File: src/rtl/fb_pkg.sv
`timescale 1ns/1ps
// Shared framebuffer definitions for the write engine and the VGA scan-out side.
// Holds screen geometry, address/pixel widths, the pixel type and the rectangle FSM states.
// Also provides the clipping helpers used when a rectangle command is loaded.
package fb_pkg;

  localparam int H_RES        = 640;
  localparam int V_RES        = 480;
  localparam int FB_ADDR_BITS = 19;
  localparam int PIXEL_BITS   = 3;

  typedef logic [FB_ADDR_BITS-1:0] fb_addr_t;

  typedef struct packed {
    logic r;
    logic g;
    logic b;
  } pixel_t;

  typedef enum logic [1:0] {
    IDLE,
    LOAD,
    WRITE,
    DONE
  } fb_rect_state_t;

  localparam fb_addr_t H_RES_ADDR = fb_addr_t'(H_RES);

  // Exclusive right edge, clipped to the screen. 11 bits so x0+w cannot wrap.
  function automatic logic [10:0] clip_x_end(input logic [9:0] x0, input logic [9:0] w);
    logic [10:0] sum;
    sum = {1'b0, x0} + {1'b0, w};
    return (sum > 11'(H_RES)) ? 11'(H_RES) : sum;
  endfunction

  // Exclusive bottom edge, clipped to the screen. 10 bits so y0+h cannot wrap.
  function automatic logic [9:0] clip_y_end(input logic [8:0] y0, input logic [8:0] h);
    logic [9:0] sum;
    sum = {1'b0, y0} + {1'b0, h};
    return (sum > 10'(V_RES)) ? 10'(V_RES) : sum;
  endfunction

endpackage

File: src/rtl/fb_rect_writer.sv
`timescale 1ns/1ps
// Rectangle-fill engine: clips a command to the screen and writes one pixel per accepted cycle.
// Latency: handshake at N, LOAD at N+1, writes from N+2, done pulse one cycle after last write.
// Backpressure: fb_write_ready low holds addr/data/en stable; cmd_ready is high only when idle.
//
// Ports:
//   clock, reset                  pixel_clock domain, synchronous active-high reset
//   cmd_valid/cmd_ready           command handshake; cmd_x0/y0/w/h/color are the command fields
//   fb_write_addr/data/en/ready   framebuffer write port, address = y*H_RES + x
//   busy                          high from LOAD through DONE
//   done                          one-cycle pulse when a command completes
module fb_rect_writer
  import fb_pkg::*;
(
  input  logic                    clock,
  input  logic                    reset,
  input  logic                    cmd_valid,
  output logic                    cmd_ready,
  input  logic [9:0]              cmd_x0,
  input  logic [8:0]              cmd_y0,
  input  logic [9:0]              cmd_w,
  input  logic [8:0]              cmd_h,
  input  logic [2:0]              cmd_color,
  output logic [FB_ADDR_BITS-1:0] fb_write_addr,
  output logic [PIXEL_BITS-1:0]   fb_write_data,
  output logic                    fb_write_en,
  input  logic                    fb_write_ready,
  output logic                    busy,
  output logic                    done
);

  fb_rect_state_t state;

  logic [9:0]  x0_q;
  logic [8:0]  y0_q;
  logic [9:0]  w_q;
  logic [8:0]  h_q;
  pixel_t      color_q;
  logic [10:0] x_end_q;
  logic [9:0]  y_end_q;
  logic [9:0]  x_q;
  logic [8:0]  y_q;
  fb_addr_t    row_base_q;

  logic     empty_c;
  logic     last_col_c;
  logic     last_row_c;
  fb_addr_t row_base_load_c;

  assign empty_c = (w_q == 10'd0) || (h_q == 9'd0) ||
                   (x0_q >= 10'(H_RES)) || (y0_q >= 9'(V_RES));

  assign last_col_c = (({1'b0, x_q} + 11'd1) == x_end_q);
  assign last_row_c = (({1'b0, y_q} + 10'd1) == y_end_q);

  // The only multiply: first row offset, computed once per command.
  assign row_base_load_c = fb_addr_t'(y0_q) * H_RES_ADDR;

  always_ff @(posedge clock) begin
    if (reset) begin
      state         <= IDLE;
      cmd_ready     <= 1'b1;
      fb_write_en   <= 1'b0;
      fb_write_addr <= '0;
      fb_write_data <= '0;
      busy          <= 1'b0;
      done          <= 1'b0;
      x0_q          <= '0;
      y0_q          <= '0;
      w_q           <= '0;
      h_q           <= '0;
      color_q       <= '0;
      x_end_q       <= '0;
      y_end_q       <= '0;
      x_q           <= '0;
      y_q           <= '0;
      row_base_q    <= '0;
    end else begin
      case (state)
        IDLE: begin
          // cmd_ready is always 1 here, so cmd_valid alone is the handshake.
          if (cmd_valid) begin
            x0_q      <= cmd_x0;
            y0_q      <= cmd_y0;
            w_q       <= cmd_w;
            h_q       <= cmd_h;
            color_q   <= cmd_color;
            cmd_ready <= 1'b0;
            busy      <= 1'b1;
            state     <= LOAD;
          end
        end

        LOAD: begin
          x_end_q <= clip_x_end(x0_q, w_q);
          y_end_q <= clip_y_end(y0_q, h_q);
          if (empty_c) begin
            done  <= 1'b1;
            state <= DONE;
          end else begin
            row_base_q    <= row_base_load_c;
            x_q           <= x0_q;
            y_q           <= y0_q;
            fb_write_addr <= row_base_load_c + fb_addr_t'(x0_q);
            fb_write_data <= color_q;
            fb_write_en   <= 1'b1;
            state         <= WRITE;
          end
        end

        WRITE: begin
          // Outputs are only updated on an accepted write, so a stall holds them.
          if (fb_write_ready) begin
            if (last_col_c) begin
              if (last_row_c) begin
                fb_write_en <= 1'b0;
                done        <= 1'b1;
                state       <= DONE;
              end else begin
                x_q           <= x0_q;
                y_q           <= y_q + 9'd1;
                row_base_q    <= row_base_q + H_RES_ADDR;
                fb_write_addr <= row_base_q + H_RES_ADDR + fb_addr_t'(x0_q);
              end
            end else begin
              x_q           <= x_q + 10'd1;
              fb_write_addr <= row_base_q + fb_addr_t'(x_q + 10'd1);
            end
          end
        end

        DONE: begin
          done      <= 1'b0;
          busy      <= 1'b0;
          cmd_ready <= 1'b1;
          state     <= IDLE;
        end

        default: begin
          state <= IDLE;
        end
      endcase
    end
  end

endmodule
File: config.mk
export PLATFORM = sky130hd
export DESIGN_NAME = fb_rect_writer
export DESIGN_NICKNAME = d
export VERILOG_FILES = /design/src/rtl/fb_pkg.sv /design/src/rtl/fb_rect_writer.sv
export SDC_FILE = /design/constraint.sdc
export NUM_CORES = 1
export LEC_CHECK = 0
export ABC_CLOCK_PERIOD_IN_PS = 5000
export CELL_PAD_IN_SITES_DETAIL_PLACEMENT = 1
export CELL_PAD_IN_SITES_GLOBAL_PLACEMENT = 2
export CORE_UTILIZATION = 33
export CTS_CLUSTER_DIAMETER = 120
export DETAILED_ROUTE_END_ITERATION = 10
export PLACE_DENSITY = 0.8
export SLEW_MARGIN = 25
export SYNTH_ARGS = -nofsm -noshare
export SYNTH_HDL_FRONTEND = slang
export SYNTH_SLANG_ARGS = --single-unit
export TNS_END_PERCENT = 5
File: constraint.sdc
create_clock -name clock -period 5 [get_ports clock]
set_clock_uncertainty 0.2 [all_clocks]
set_input_delay 1 -clock clock [delete_from_list [all_inputs] [get_ports clock]]
set_output_delay 1 -clock clock [all_outputs]
set_load 0.01 [all_outputs]
==> impl_metrics.yaml, run 1 <==
floorplanning:
  core_um2: 25300
  start_util_pct: 33.8
  die-height_um: 163
  die_w_um: 163
  rows: 58
  die_area_um2: 26500
  ios: 71
cells_and_area:
  utilization_pct: 39.7
  seqCellArea_um2: 2400
  antenna-diode-count: 0
  multi_input_area_um2: 5700
  fin_cells: 1471
  finalNetCount: 1229
  layout_common_cells: "nand2_1 (148), dfxtp_1 (120), a21oi_1 (117)"
  finalInstanceArea_um2: 10000
  nFillCells: 3045
  final_layout_size_suffix_gt1_share_pct: 7.54
  syn2layout_area_growth_pct: 17.4
  final_common_cell: "nand2_1"
synthesis:
  synth_warnings: 0
  synth_top_flop_cell: "dfxtp_1"
  syn_avg_cell_area_um2: 7.82
  yosysSeqAreaShare_pct: 28.2
  synth_area_um2: 8530
  async_flop_share_pct: 0
  ys_ff_latch: 120
  synth_cell_types: 88
  synth_edf_count: 0
  synth_nets: 1191
  syn_inst: 1090
detailed_routing:
  ant_nets: 0
  finalWirelength_um: 27700
  wire_per_inst_um: 18.8
  drc: 0
  first_pass_iters: 4
  vias: 8178
  drt_iter0_drc: 428
  via_per_inst: 5.56
critical_path:
  cp.required_ns: 5.04
  cpPeakStageDelay_ns: 0.63
  cp_cell_sequence: "ha_1 -> nand3_2 -> or2_1 -> nor4_2 -> or2_2 -> nand3_4 -> o21a_1 -> o21ai_0 -> a41oi_1"
  crit_path_max_fanout: 26
  startpoint_type: "flip-flop"
  crit_path_top_delay_cell: "o21a_1"
  critPathKind: "reg2reg"
  arrival_ns: 3.72
  endpoint_kind: "flip-flop"
global_route:
  met2_usage_pct: 35.0
  grt_pass1_wl_um: 44700
  grt_max_degree: 51
  grt_usage_pct: 21.5
  antenna_found_initial: 0
  grt_use_met3_pct: 3.97
  grt_pass1_vias: 8342
  globalRouteMet1Util_pct: 29.0
  grt_busiest_layer: "met2"
  overflow: 0
clock_network:
  clkLatencyLatePin_ns: 0.43
  cts_buffers: 17
  clock_path_buffers: 2
  cts_root_buffer: "clkbuf_16"
  cts.sinks: 120
  cts_hold_buf: 0
  cts_tree: "yes"
  clk_pin_slew_ns: 0.06
  ctsResizeCount: 0
  htreeDepth: 4
  cts_setup_buffers: 0
timing:
  worst_slew_pin_slew_ns: 0.958
  setup_tns_ns: 0
  maxSlewViolCount: 0
  fmax_mhz: 271
  min_period_over_period_pct: 73.8
  rsz0062_at_grt: "no"
  hold_viol: 0
  period_minus_slack_ns: 3.69
  finalWorstSetupSlack_ns: 1.31
  slew_headroom_pct: 36.1
  setup_violations: 0
status:
  outcome: "complete, no violations"
job:
  maxCapViolCount: 0
placed_design:
  dp.cells: 1439
  post-dp-hpwl_um: 20800
  pre_cts_slack_ns: 1.38
  gp_congestion: 0.817
  io_buffers: 70
  placed_cell_area_um2: 9420
power_and_ir_drop:
  irDropWorstVdd_v: 0.000248
  p_leak_nw: 3.78
  power.density_nw_per_um2: 495
hold_path:
  hold_class: "reg2reg"
## critical path, delay by kind of cell, from the launching register on
kind,cells,cell delay [ns]
compound gates,3,1.06
flops,1,0.59
fa+ha+maj,1,0.36
simple gates,5,1.26
## where the power goes
group	internal, mW	switching (mW)	leakage (nW)
registers	1.17	0.292	0.979
logic	0.868	1.36	2.51
clock network	0.744	0.519	0.282
## area by class of cell
class | count | area share, %
Clock buffer | 17 | 4.25
Timing Repair Buffer | 82 | 7.87
Sequential cell | 120 | 24.0
Tap cell | 330 | 4.12
Inverter | 31 | 1.16
Multi-Input combinational cell | 876 | 56.9
Clock inverter | 15 | 1.69
## cell usage after synthesis (4+ instances only)
library cell  instances  area (µm²)
xnor2_1              41         359
and3_1               10        62.6
a32o_1                5        50.1
o21ai_1              21         105
or3_1                 7        43.8
o21ai_0              52         260
o21a_1                7        52.6
nor2b_1              15        93.8
a21oi_1             117         586
and4_1                5        43.8
fa_1                  4        80.1
nor3_1               32         160
buf_1                 5        18.8
clkbuf_1             36         135
nand4_1              25         156
a21o_1               14         105
buf_6                 6        67.6
a31oi_1               8        50.1
nor4_1               12        75.1
xor2_1               27         236
nand3b_1              4        30.0
nand2b_1              5        31.3
and2_1               13        81.3
a211oi_1              8        60.1
mux2i_1              19         190
inv_1                30         113
ha_1                 52         651
o21bai_1              4        30.0
o211ai_1             11        82.6
nand3_1              39         195
nor3b_1              10        75.1
buf_4                 5        37.5
buf_2                11        55.1
a211o_1               5        43.8
dfxtp_1             120        2400
nand2_1             148         556
nor2_1               68         255
## state kept, by name, summed over array words and instances, names as in the netlist
signal	flops
h_q	9
y0_q	9
y_q	9
y_end_q	10
x0_q	10
fb_write_en	1
cmd_ready	1
x_end_q	11
busy	1
state	2
row_base_q	12
x_q	10
fb_write_data	3
color_q	3
w_q	10
fb_write_addr	18
done	1
## metal layers
metal  share of wire, %  vias up
li1                   -     4022
met1                 49     3984
met2                 46      148
met3                3.7       24
met4                1.4        0
met5                  0        -
## worst paths after layout
| check | from | to | slack [ns] | cells past startpoint |
|---|---|---|---|---|
| setup / recovery | x_q[0]$_SDFFE_PP0P_ | fb_write_addr[10]$_SDFFE_PP0P_ | 1.31 | 9 |
| hold / removal | fb_write_addr[8]$_SDFFE_PP0P_ | fb_write_addr[8]$_SDFFE_PP0P_ | 0.25 | 2 |
| setup reg to reg | x_q[0]$_SDFFE_PP0P_ | fb_write_addr[10]$_SDFFE_PP0P_ | 1.31 | 9 |
| hold reg to reg | fb_write_addr[8]$_SDFFE_PP0P_ | fb_write_addr[8]$_SDFFE_PP0P_ | 0.25 | 2 |
## cell families (layout without fill, tap and decap cells)
kind of cell / count (synthesis) / count (layout) / share of synthesized area, %
AND/OR/NAND/NOR: 422 / 422 / 25.2
AO/OA/AOI/OAI: 306 / 306 / 23.2
other: 1 / 1 / 0.0440
XOR/XNOR: 68 / 68 / 6.98
adder cells (fa/ha/maj): 56 / 56 / 8.57
buffers and inverters: 94 / 145 / 5.05
multiplexers: 23 / 23 / 2.76
flip-flops: 120 / 120 / 28.2
## metrics by stage
stage / total power, mW / hold WS, ns
2_1_floorplan: 3.00 / 0.236
3_3_place_gp: 3.65 / 0.243
3_5_place_dp: 3.70 / 0.248
4_1_cts: 4.98 / 0.256
5_1_grt: 5.28 / 0.275
6_report: 4.95 / 0.254
Note: power is estimated with default switching activity, not from simulation.
==> inputs of run 2 (changes only) <==
Settings changed: ABC_CLOCK_PERIOD_IN_PS 5000 to 3800.
Clock period 5 ns to 3.8 ns, I/O delays scaled along.
==> impl_metrics.yaml, run 2 (synthesis results as in run 1) <==
clock_network:
  cts_root_buffer: "clkbuf_16"
  cts.sinks: 120
  htreeDepth: 4
  clk_pin_slew_ns: 0.06
  clock_path_buffers: 2
  ctsResizeCount: 0
  clkLatencyLatePin_ns: 0.43
  cts_setup_buffers: 0
  cts_hold_buf: 0
  cts_buffers: 17
  cts_tree: "yes"
floorplanning:
  die_w_um: 163
  core_um2: 25300
  die_area_um2: 26500
  rows: 58
  die-height_um: 163
  start_util_pct: 33.8
  ios: 71
global_route:
  antenna_found_initial: 0
  grt_usage_pct: 21.9
  grt_pass1_vias: 8303
  overflow: 0
  grt_pass1_wl_um: 45200
  grt_max_degree: 42
timing:
  period_minus_slack_ns: 3.46
  maxSlewViolCount: 0
  worst_slew_pin_slew_ns: 1.03
  hold_viol: 0
  setup_tns_ns: 0
  fmax_mhz: 289
  min_period_over_period_pct: 91.1
  setup_violations: 0
  slew_headroom_pct: 31.4
  fin_hold_ws_ns: 0.256
  rsz0062_at_grt: "no"
placed_design:
  gp_congestion: 0.832
  post-dp-hpwl_um: 21300
  io_buffers: 70
  dp.cells: 1455
cells_and_area:
  layout_common_cells: "nand2_1 (148), dfxtp_1 (120), a21oi_1 (117)"
  finalNetCount: 1245
  largest_register_ffs: 18
  syn2layout_area_growth_pct: 19.6
  antenna-diode-count: 0
  utilization_pct: 40.4
  largestRegisters: "fb_write_addr x18, row_base_q x12, x_end_q x11"
  final_layout_size_suffix_gt1_share_pct: 8.73
  largest-register: "fb_write_addr"
  fin_cells: 1487
  final_common_cell: "nand2_1"
power_and_ir_drop:
  finalPower_mw: 6.75
  combPwrFrac_pct: 44.5
  irDropWorstVdd_v: 0.000245
  internal_power_mw: 3.87
  power_switching_mw: 2.88
  p_leak_nw: 3.89
  power.share.switching_pct: 42.7
  clkPwrFrac_pct: 27.2
  pwr-share-seq_pct: 28.4
  power.density_nw_per_um2: 662
critical_path:
  endpoint_kind: "flip-flop"
  cp.required_ns: 3.93
  crit_path_max_fanout: 26
  critPathKind: "reg2reg"
  startpoint_type: "flip-flop"
  arrival_ns: 3.59
detailed_routing:
  ant_nets: 0
  vias: 8138
  drc: 0
  via_per_inst: 5.47
  finalWirelength_um: 27900
  wire_per_inst_um: 18.8
  first_pass_iters: 5
  drt_iter0_drc: 395
status:
  outcome: "complete, no violations"
hold_path:
  hold_class: "reg2reg"
job:
  maxCapViolCount: 0
-- run 2: layer usage --
| layer | vias up | GRT usage (%) | routed length [µm] |
|---|---|---|---|
| met4 | 0 | 6.37 | 342 |
| met1 | 3904 | 29.7 | 13600 |
| met3 | 25 | 3.90 | 1170 |
| met2 | 159 | 35.2 | 12800 |
| met5 | - | 0 | 0 |
| li1 | 4050 | - | - |
-- run 2: layout make-up --
| cell class | instances | area, µm² |
|---|---|---|
| sequential | 120 | 2400 |
| clock buffer | 18 | 439 |
| inverter | 31 | 116 |
| timing repair buffer | 98 | 921 |
| multi-input combinational | 876 | 5700 |
| tap | 330 | 413 |
| fill | 3048 | 15100 |
| clock inverter | 14 | 211 |
-- run 2: worst paths after layout --
| path | startpoint | to | slack, ns | cells past startpoint |
|---|---|---|---|---|
| worst max-delay path | y_q[0]$_SDFFE_PP0P_ | fb_write_addr[17]$_SDFFE_PP0P_ | 0.34 | 9 |
| worst min-delay path | fb_write_addr[5]$_SDFFE_PP0P_ | fb_write_addr[5]$_SDFFE_PP0P_ | 0.26 | 2 |
| worst max register to register | y_q[0]$_SDFFE_PP0P_ | fb_write_addr[17]$_SDFFE_PP0P_ | 0.34 | 9 |
| worst min register to register | fb_write_addr[5]$_SDFFE_PP0P_ | fb_write_addr[5]$_SDFFE_PP0P_ | 0.26 | 2 |
-- run 2: power groups by stage --
stage                     Clock [mW]  Combinational, mW  Sequential, mW
after floorplan                    0               2.15            1.79
after global placement             0               2.96            1.93
after detailed placement           0               2.99            1.94
after CTS                       1.86               3.02            1.91
after global routing            1.91               3.32            1.96
final                           1.83               3.00            1.91
-- run 2: worst max-delay path: stages, from the launching register on --
cell	delay [ns]
dfxtp_1	0.44
ha_1	0.28
and4_1	0.30
nand4_1	0.23
nor3_1	0.33
a2111oi_4	0.13
nand4_4	0.19
o21a_1	0.83
nand3_1	0.20
o221ai_1	0.22
-- run 2: metrics by stage --
stage	area [µm²]	worst slack, ns
after floorplan	8530	0.944
after detailed placement	9550	0.362
after global placement	9550	0.462
after CTS	10200	0.337
final	10200	0.337
after global routing	10200	0.0563
